### src/rtl/spike_gather_dispatch_if.sv
`default_nettype none
`timescale 1ns/1ps
// ============================================================================
//  Module      : spike_gather_dispatch_if
//  Description : Bus bundle for the spike gather engine. Groups the command
//                FIFO read port, the per-channel spike FIFO read ports and the
//                result valid/ready channel.
//                  cmd_empty/cmd_rdreq/cmd_q    : command FIFO (q valid the
//                                                 cycle after rdreq)
//                  spk_empty/spk_rdreq/spk_q    : NUM_CH spike FIFOs, channel
//                                                 i at spk_q[i*DATA_W +: DATA_W]
//                  res_valid/res_ready/res_data : result channel
//                master = gather engine, slave = FIFO / consumer side.
//  Revision    : 1.0  initial release
// ============================================================================
interface spike_gather_dispatch_if #(
  parameter int NUM_CH = 4,
  parameter int DATA_W = 32,
  parameter int RES_W  = 36
);
  logic                     cmd_empty;
  logic                     cmd_rdreq;
  logic [31:0]              cmd_q;
  logic [NUM_CH-1:0]        spk_empty;
  logic [NUM_CH-1:0]        spk_rdreq;
  logic [NUM_CH*DATA_W-1:0] spk_q;
  logic                     res_valid;
  logic                     res_ready;
  logic [RES_W-1:0]         res_data;

  modport master (
    input  cmd_empty, cmd_q, spk_empty, spk_q, res_ready,
    output cmd_rdreq, spk_rdreq, res_valid, res_data
  );

  modport slave (
    output cmd_empty, cmd_q, spk_empty, spk_q, res_ready,
    input  cmd_rdreq, spk_rdreq, res_valid, res_data
  );
endinterface
`default_nettype wire

### src/rtl/spike_gather_dispatch.sv
`default_nettype none
`timescale 1ns/1ps
// ============================================================================
//  Module      : spike_gather_dispatch
//  Description : Command-driven spike gather engine. Pops one command at a
//                time, reads the spike FIFOs selected by the command mask into
//                a per-channel buffer, and optionally emits the masked buffer
//                sum on the result channel.
//                  CLOCK_50   : clock, all logic on posedge
//                  rst        : synchronous active-high reset
//                  bus        : command / spike / result bundle (master side)
//                  busy       : FSM is not idle
//                  err_empty  : sticky, a selected channel was empty when read
//                  err_opcode : sticky, an undefined opcode was decoded
//  Revision    : 1.0  initial release
// ============================================================================
module spike_gather_dispatch #(
  parameter int NUM_CH = 4,
  parameter int DATA_W = 32,
  parameter int RES_W  = 36
) (
  input  logic                    CLOCK_50,
  input  logic                    rst,
  spike_gather_dispatch_if.master bus,
  output logic                    busy,
  output logic                    err_empty,
  output logic                    err_opcode
);

  localparam int CH_W = (NUM_CH > 1) ? $clog2(NUM_CH) : 1;

  localparam logic [3:0]      c_op_nop    = 4'd0;
  localparam logic [3:0]      c_op_gather = 4'd1;
  localparam logic [3:0]      c_op_emit   = 4'd2;
  localparam logic [3:0]      c_op_clear  = 4'd3;
  localparam logic [3:0]      c_op_gemit  = 4'd4;
  localparam logic [CH_W-1:0] c_last_ch   = CH_W'(NUM_CH - 1);

  generate
    if (NUM_CH < 1 || NUM_CH > 16) begin : g_num_ch_check
      $error("NUM_CH must be in 1..16");
    end
    if (RES_W < DATA_W + $clog2(NUM_CH)) begin : g_res_w_check
      $error("RES_W too narrow to hold the sum of NUM_CH words");
    end
  endgenerate

  typedef enum logic [3:0] {
    S_IDLE    = 4'd0,
    S_CMD_RD  = 4'd1,
    S_CMD_LD  = 4'd2,
    S_DECODE  = 4'd3,
    S_SPK_RD  = 4'd4,
    S_SPK_LD  = 4'd5,
    S_SUM     = 4'd6,
    S_RES_OUT = 4'd7
  } state_t;

  state_t            r_state;
  state_t            w_state_nxt;
  logic [3:0]        r_opcode;
  logic [NUM_CH-1:0] r_mask;
  logic [CH_W-1:0]   r_ch_idx;
  logic              r_rd_pend;
  logic [DATA_W-1:0] r_buf [NUM_CH];
  logic [RES_W-1:0]  r_res_data;
  logic              r_res_valid;
  logic              r_err_empty;
  logic              r_err_opcode;

  logic              w_sel;
  logic              w_sel_avail;
  logic              w_last;
  int                w_spk_base;
  logic [DATA_W-1:0] w_spk_word;
  logic [RES_W-1:0]  w_sum;
  logic              w_cmd_rdreq;
  logic [NUM_CH-1:0] w_spk_rdreq;
  logic              w_unused_cmd;

  // Only the opcode nibble and the low NUM_CH mask bits carry meaning.
  assign w_unused_cmd = ^bus.cmd_q[27:NUM_CH];

  assign w_sel       = r_mask[r_ch_idx];
  assign w_sel_avail = w_sel & ~bus.spk_empty[r_ch_idx];
  assign w_last      = (r_ch_idx == c_last_ch);
  assign w_spk_base  = int'(r_ch_idx) * DATA_W;
  assign w_spk_word  = bus.spk_q[w_spk_base +: DATA_W];

  // Zero-extended masked sum; RES_W is wide enough that it cannot overflow.
  always_comb begin
    w_sum = '0;
    for (int i = 0; i < NUM_CH; i++) begin
      if (r_mask[i]) w_sum = w_sum + RES_W'(r_buf[i]);
    end
  end

  always_ff @(posedge CLOCK_50) begin
    if (rst) r_state <= S_IDLE;
    else     r_state <= w_state_nxt;
  end

  always_comb begin
    w_state_nxt = r_state;
    w_cmd_rdreq = 1'b0;
    w_spk_rdreq = '0;
    case (r_state)
      S_IDLE:   if (!bus.cmd_empty) w_state_nxt = S_CMD_RD;
      S_CMD_RD: begin
        w_cmd_rdreq = 1'b1;
        w_state_nxt = S_CMD_LD;
      end
      S_CMD_LD: w_state_nxt = S_DECODE;
      S_DECODE: begin
        case (r_opcode)
          c_op_emit:               w_state_nxt = S_SUM;
          c_op_gather, c_op_gemit: w_state_nxt = S_SPK_RD;
          default:                 w_state_nxt = S_IDLE;
        endcase
      end
      S_SPK_RD: begin
        // One slot per channel whether or not it is selected, so gather
        // timing does not depend on the mask.
        if (w_sel_avail) w_spk_rdreq[r_ch_idx] = 1'b1;
        w_state_nxt = S_SPK_LD;
      end
      S_SPK_LD: begin
        if (!w_last)                      w_state_nxt = S_SPK_RD;
        else if (r_opcode == c_op_gemit)  w_state_nxt = S_SUM;
        else                              w_state_nxt = S_IDLE;
      end
      S_SUM:     w_state_nxt = S_RES_OUT;
      S_RES_OUT: if (bus.res_ready) w_state_nxt = S_IDLE;
      default:   w_state_nxt = S_IDLE;
    endcase
  end

  always_ff @(posedge CLOCK_50) begin
    if (rst) begin
      r_opcode     <= c_op_nop;
      r_mask       <= '0;
      r_ch_idx     <= '0;
      r_rd_pend    <= 1'b0;
      r_res_data   <= '0;
      r_res_valid  <= 1'b0;
      r_err_empty  <= 1'b0;
      r_err_opcode <= 1'b0;
      for (int i = 0; i < NUM_CH; i++) r_buf[i] <= '0;
    end else begin
      case (r_state)
        S_CMD_LD: begin
          r_opcode <= bus.cmd_q[31:28];
          r_mask   <= bus.cmd_q[NUM_CH-1:0];
        end
        S_DECODE: begin
          if (r_opcode == c_op_clear) begin
            for (int i = 0; i < NUM_CH; i++) r_buf[i] <= '0;
          end
          if (r_opcode == c_op_gather || r_opcode == c_op_gemit) r_ch_idx <= '0;
          if (r_opcode > c_op_gemit) r_err_opcode <= 1'b1;
        end
        S_SPK_RD: begin
          // An empty selected channel keeps its previous buffer word.
          if (w_sel_avail) r_rd_pend   <= 1'b1;
          else if (w_sel)  r_err_empty <= 1'b1;
        end
        S_SPK_LD: begin
          if (r_rd_pend) r_buf[r_ch_idx] <= w_spk_word;
          r_rd_pend <= 1'b0;
          if (!w_last) r_ch_idx <= r_ch_idx + 1'b1;
        end
        S_SUM: begin
          r_res_data  <= w_sum;
          r_res_valid <= 1'b1;
        end
        S_RES_OUT: if (bus.res_ready) r_res_valid <= 1'b0;
        default: ;
      endcase
    end
  end

  assign bus.cmd_rdreq = w_cmd_rdreq;
  assign bus.spk_rdreq = w_spk_rdreq;
  assign bus.res_valid = r_res_valid;
  assign bus.res_data  = r_res_data;
  assign busy          = (r_state != S_IDLE);
  assign err_empty     = r_err_empty;
  assign err_opcode    = r_err_opcode;

endmodule
`default_nettype wire

### src/flat_wrapper.sv
// flat-port wrapper written by rule: the top's interface ports become plain ports
module spike_gather_dispatch_flat 
#(
  parameter int NUM_CH = 4,
  parameter int DATA_W = 32,
  parameter int RES_W  = 36
)
  (CLOCK_50, rst, busy, err_empty, err_opcode, bus_cmd_empty, bus_cmd_q, bus_spk_empty, bus_spk_q, bus_res_ready, bus_cmd_rdreq, bus_spk_rdreq, bus_res_valid, bus_res_data);
  spike_gather_dispatch_if #(.NUM_CH(NUM_CH), .DATA_W(DATA_W), .RES_W(RES_W)) bus_i ();
  input  logic CLOCK_50;
  input  logic rst;
  output logic busy;
  output logic err_empty;
  output logic err_opcode;
  input wire logic [$bits(bus_i.cmd_empty)-1:0] bus_cmd_empty;
  input wire logic [$bits(bus_i.cmd_q)-1:0] bus_cmd_q;
  input wire logic [$bits(bus_i.spk_empty)-1:0] bus_spk_empty;
  input wire logic [$bits(bus_i.spk_q)-1:0] bus_spk_q;
  input wire logic [$bits(bus_i.res_ready)-1:0] bus_res_ready;
  output wire logic [$bits(bus_i.cmd_rdreq)-1:0] bus_cmd_rdreq;
  output wire logic [$bits(bus_i.spk_rdreq)-1:0] bus_spk_rdreq;
  output wire logic [$bits(bus_i.res_valid)-1:0] bus_res_valid;
  output wire logic [$bits(bus_i.res_data)-1:0] bus_res_data;
  assign bus_i.cmd_empty = bus_cmd_empty;
  assign bus_i.cmd_q = bus_cmd_q;
  assign bus_i.spk_empty = bus_spk_empty;
  assign bus_i.spk_q = bus_spk_q;
  assign bus_i.res_ready = bus_res_ready;
  assign bus_cmd_rdreq = bus_i.cmd_rdreq;
  assign bus_spk_rdreq = bus_i.spk_rdreq;
  assign bus_res_valid = bus_i.res_valid;
  assign bus_res_data = bus_i.res_data;
  spike_gather_dispatch #(.NUM_CH(NUM_CH), .DATA_W(DATA_W), .RES_W(RES_W)) u_core (.CLOCK_50(CLOCK_50), .rst(rst), .bus(bus_i), .busy(busy), .err_empty(err_empty), .err_opcode(err_opcode));
endmodule
### config.mk
export PLATFORM = sky130hd
export DESIGN_NAME = spike_gather_dispatch_flat
export DESIGN_NICKNAME = d
export VERILOG_FILES = /design/src/rtl/spike_gather_dispatch_if.sv /design/src/rtl/spike_gather_dispatch.sv /design/src/flat_wrapper.sv
export SDC_FILE = /design/constraint.sdc
export NUM_CORES = 1
export LEC_CHECK = 0
export CORE_ASPECT_RATIO = 1.75
export CORE_MARGIN = 5
export CORE_UTILIZATION = 55
export DETAILED_ROUTE_END_ITERATION = 6
export PLACE_DENSITY = 0.81
export SLEW_MARGIN = 15
export SYNTH_ARGS = -nofsm -noshare
export SYNTH_HDL_FRONTEND = slang
export SYNTH_SLANG_ARGS = --single-unit
### constraint.sdc
create_clock -name CLOCK_50 -period 16.7 [get_ports CLOCK_50]
set_input_delay 1.67 -clock CLOCK_50 [delete_from_list [all_inputs] [get_ports CLOCK_50]]
set_output_delay 1.67 -clock CLOCK_50 [all_outputs]
set_load 0.05 [all_outputs]
Word-level counts from Yosys, hierarchy flattened
Memories as Yosys holds them, arrays and structs flattened.
Cells that the tools add are included.
{"block": "op_classes", "addsub": 4, "mul": 0, "div_mod_pow": 0, "n_lt_le_gt_ge": 3, "n_eq_ne": 17, "shift": 1, "n_mux": 43, "n_bitwise": 7, "n_reduce_logical": 15}
{"cell": "$mux W32", "n": 6}
{"cell": "$shiftx A128 B8 Y32", "n": 1}
{"cell": "$mux W36", "n": 3}
{"cell": "$add A36 B32 Y36", "n": 2}
{"cell": "$add A32 B32 Y33", "n": 1}
{"cell": "$pmux W4 S8", "n": 1}
{"cell": "$reduce_or A32 Y1", "n": 1}
{"cell": "$eq A4 B3 Y1 const B", "n": 5}
{"cell": "$mux W4", "n": 5}
{"cell": "$mux W1", "n": 17}
{"cell": "$eq A4 B2 Y1 const B", "n": 4}
{"cell": "$eq A4 B1 Y1 const B", "n": 2}
{"cell": "$reduce_and A2 Y1", "n": 4}
{"cell": "$mux W2", "n": 3}
{"cell": "$ne A2 B2 Y1 const B", "n": 3}
{"cell": "$pmux W3 S2", "n": 1}
{"cell": "$reduce_and A3 Y1", "n": 2}
{"cell": "$reduce_bool A2 Y1", "n": 3}
{"cell": "$bmux W1 S2", "n": 2}
{"cell": "$gt A4 B3 Y1 const B", "n": 1}
{"cell": "$logic_not A4 Y1", "n": 1}
{"cell": "$ne A2 B1 Y1 const B", "n": 2}
{"cell": "$or A1 B1 Y1", "n": 4}
{"cell": "$pmux W1 S2", "n": 2}
{"cell": "13 further kinds", "n": 14}
{"block": "word_totals", "regBits": 54, "latchBits": 0, "mem_bits_rw": 128, "romBits": 0, "inputBits": 168, "out_inout_bits": 45, "mem_count": 1}
{"name": "u_core.r_buf", "words": 4, "width": 32, "rd": 4, "rd_clocked_by_memory_dff": 0, "wr": 4, "line": "spike_gather_dispatch.sv:65", "source": "logic [DATA_W-1:0] r_buf [NUM_CH];"}

Logic depth before layout (Yosys ltp)
An unclocked memory read counts as a cell.
{"block": "depth", "depth_word": 8, "depth_mapped": 39, "mapped_depth_nobuf": 35}

Worst setup path before layout
OpenSTA, ideal clock, no wires.
{"block": "synth_path", "kind": "reg2reg", "from": "register u_core.r_mask[0]", "to": "register u_core.r_res_data[32], in the netlist u_core.bus.res_data[32]", "arrival_ps": 6861, "setup_slack_ps": 9776, "path_stages_with_launch": 38, "path_buffers": 4, "period_less_slack_ps": 6924, "path_cell_list": "dfxtp_1 > buf_4 > buf_6 > buf_2 > clkbuf_1 > nand2_1 > inv_1 > ha_1 > a21oi_1 > maj3_2 > a211o_1 > a211oi_1 > o22ai_1 > nand2_1 > xor2_1 > nand2_1 > xor2_1 > ha_1 > [... 2 more ...] > or3_1 > o2111ai_1 > nand2_1 > xnor2_1 > a22o_1 > a21oi_1 > inv_1 > ha_1 > inv_1 > nor2_1 > nand4_1 > a311oi_1 > nor2_1 > o21a_1 > o21ai_0 > a41oi_1 > or4b_1 > nand3_1"}
{"block": "synth_via", "elab_chain_cells": 7}
{"item": "start: declaration", "line": "spike_gather_dispatch.sv:62", "source": "logic [NUM_CH-1:0] r_mask;"}
{"item": "start signal: assignment", "line": "spike_gather_dispatch.sv:153", "source": "r_mask <= bus.cmd_q[NUM_CH-1:0];"}
{"item": "$mux W32 (*)", "line": "spike_gather_dispatch.sv:94", "source": "if (r_mask[i]) w_sum = w_sum + RES_W'(r_buf[i]);"}
{"item": "$add A32 B32 Y33", "line": "spike_gather_dispatch.sv:94"}
{"item": "$mux W36 (*)", "line": "spike_gather_dispatch.sv:94"}
{"item": "$add A36 B32 Y36", "line": "spike_gather_dispatch.sv:94"}
{"item": "$mux W36 (*)", "line": "spike_gather_dispatch.sv:94"}
{"item": "$add A36 B32 Y36", "line": "spike_gather_dispatch.sv:94"}
{"item": "$mux W36 (*)", "line": "spike_gather_dispatch.sv:94"}
{"item": "end signal: assignment", "line": "spike_gather_dispatch.sv:173", "source": "r_res_data <= w_sum;"}
{"item": "end: declaration", "line": "spike_gather_dispatch.sv:66", "source": "logic [RES_W-1:0] r_res_data;"}
Mark *: on every way between the ends. The rest lies on a longest branch, timed or not.
A chain may end at the register's enable or synchronous reset.

Worst setup path after layout
{"block": "layout_path", "from": "register u_core.r_mask[0]", "to": "register u_core.r_res_data[34], in the netlist u_core.bus.res_data[34]"}
Same word-level chain as after synthesis.

==> reports/metrics.yaml <==
nets: 1906
cts_setup_buffers: 0
crit_top_cell: "a21oi_1"
n_antenna_cell: 0
p_total_mw: 1.13
path_buf_inv: 4
outcome: "finished, final reports clean"
grt_usage: 0.249
wl_per_cell_um: 18.2
dieHeight_um: 222
clock_latency_ns: 0.45
yosysMostFrequentCell: "edfxtp_1"
rsz0062_at_grt: "no"
fp-row-count: 77
cp_top_family: "compound AO/OA/AOI/OAI gates"
dpl.hpwl_um: 27900
critPathKind: "register to register"
crit_arrival_ns: 8.70
hold_class: "register to register"
n_fill_cell: 2040
coreArea_mm2: 0.0252
netlist-cell-type-count: 95
setup_viol: 0
htreeDepth: 4
avgSynthCellArea_um2: 9.36
vias: 12200
period_minus_slack_ns: 8.32
endpoint_kind: "register"
top_level_ports: 213
ys_ff_latch: 180
final_antenna_net_count: 0
synth.top_cell.area_share: 0.273
root_buffer: "clkbuf_16"
grt_pass1_vias: 11900
fmax_ghz: 0.120
die_area_mm2: 0.0290
clock_path_buffers: 2
startpoint_type: "register"
initial_core_util: 0.558
syn_area_mm2: 0.0141
grt_pass1_wl_um: 58200
netlist_instances: 1505
drive_above_1_share: 0.0859
cp_slowest_stage_delay_ns: 0.57
synth.top_cells.by_count: "128 x edfxtp_1, 118 x a21oi_1, 116 x nand2_1"
cts_tree: "built"
routabilityCongestion: 0.925
worst_slew_pin_slew_ns: 1.01
area_growth_syn_to_layout_pct: 19.0
grt_antenna_before_repair: 0
fin_crit_sh: 0.498
cts-resized-gates: 0
die-width_um: 131
cap_violations: 0
power_density_mw_per_mm2: 67.4
peakVddDrop_uv: 80.9
setup_tns_ns: 0
finalMaxSlewViolations: 0
yosysWarnings: 0
route.detailed.drc: 0
crit_path_max_fanout: 55
firstDrtPassIters: 5
path_clk_slew_ns: 0.07
synth_area_leaders: "edfxtp_1 27%, ha_1 8.3%, dfxtp_1 7.4%"
synth_top_cell_by_area: "edfxtp_1"
hold_viol_final: 0
finalClockSkew_ns: 0.00963
drt_iter0_markers: 882
ys_async_sr_fraction: 0
synth_edf_count: 128
yosysSeqAreaShare: 0.347
vias_per_cell: 6.19
grt-ovfl-total: 0
slowest_stage: "a311oi_1"
cts_buffers: 17
synth_ff_type: "edfxtp_1"
grt_max_degree: 100
cp.required_ns: 17.08
portBuffers: 187
cts_sinks: 180
p_leak_nw: 7.10
postCtsHoldBufs: 0
max_slew_margin: 0.326
syn_nets: 1770
routed_wl_um: 35900
metal layers:
layer | wire length (µm) | global-route usage | up-vias
li1 | - | - | 5915
met1 | 14700 | 0.313 | 5759
met2 | 18000 | 0.424 | 446
met3 | 2040 | 0.0350 | 73
met4 | 1180 | 0.0996 | 0
met5 | 0 | 0 | -
tightest hold or removal path, delay by kind of cell (launching register included):
family           cells  cell delay [ns]
AO/OA/AOI/OAI        1             0.05
flip-flops           1             0.31
AND/OR/NAND/NOR      1             0.05
sequential cells by signal (all words and copies together), names as in the netlist:
register / count
u_core.bus.res_data: 35
u_core.r_rd_pend: 1
u_core.err_opcode: 1
u_core.r_ch_idx: 2
u_core.err_empty: 1
u_core.r_mask: 4
u_core.r_state: 3
u_core.r_opcode: 4
u_core.r_buf: 128
u_core.bus.res_valid: 1
cell families after synthesis:
group,count (synthesis),share of synthesized area
buffers and inverters,146,0.0406
and+or+nand+nor,501,0.183
other,1,0.000266
adders and majority gates,101,0.0907
DFF,180,0.347
muxes,76,0.0861
xor gates and xnor gates,77,0.0479
AOI/OAI and AO/OA,423,0.205
placed cells by master (no fill, tap or decap), types with 17 or more instances in the layout:
cell type and instances:
a21o_1 43, and2_1 57, nor2_1 100, clkbuf_16 17, mux2_2 20, xor2_1 22, and3_1 113, clkdlybuf4s50_1 186
edfxtp_1 128, xnor2_1 55, nand3_1 32, inv_1 58, ha_1 94, nor3_1 21, a31oi_1 18, dfxtp_1 49
mux4_2 34, a21oi_1 118, o21ai_0 62, mux2i_1 21, nand2_1 116, a211oi_1 24
through the flow:
| step | util | instances | setup WS, ns | area [µm²] | hold slack, ns |
|---|---|---|---|---|---|
| 6_report | 0.664 | 1970 | 8.38 | 16800 | 0.451 |
| 5_1_grt | 0.664 | 1970 | 7.69 | 16800 | 0.479 |
| 4_1_cts | 0.664 | 1970 | 8.51 | 16800 | 0.454 |
| 3_5_place_dp | 0.639 | 1938 | 8.53 | 16100 | 0.444 |
| 3_3_place_gp | 0.639 | 1938 | 8.61 | 16100 | 0.442 |
| 2_1_floorplan | - | 1505 | 9.78 | 14100 | 0.463 |
cell type report:
class	count	area [µm²]	area share
clock buffer	17	425	0.0254
clock inverter	15	200	0.0119
inverter	61	229	0.0137
multi-input combinational	1179	8640	0.516
sequential	180	4890	0.292
tap	316	395	0.0236
timing repair buffer	202	1980	0.118
final timing paths:
kind / from / endpoint / slack (ns) / depth (start not counted)
max reg2reg: u_core.r_mask[0] / u_core.bus.res_data[34] / 8.38 / 32
max: u_core.r_mask[0] / u_core.bus.res_data[34] / 8.38 / 32
min: u_core.bus.res_data[6] / u_core.bus.res_data[6] / 0.45 / 2
min reg2reg: u_core.bus.res_data[6] / u_core.bus.res_data[6] / 0.45 / 2
where the power goes:
part / internal, mW / switching (mW) / total, mW / leakage, nW
registers: 0.489 / 0.00807 / 0.497 / 1.74
logic: 0.0914 / 0.108 / 0.199 / 5.07
clock network: 0.251 / 0.181 / 0.432 / 0.294
Power figures use the tool's default switching activity.
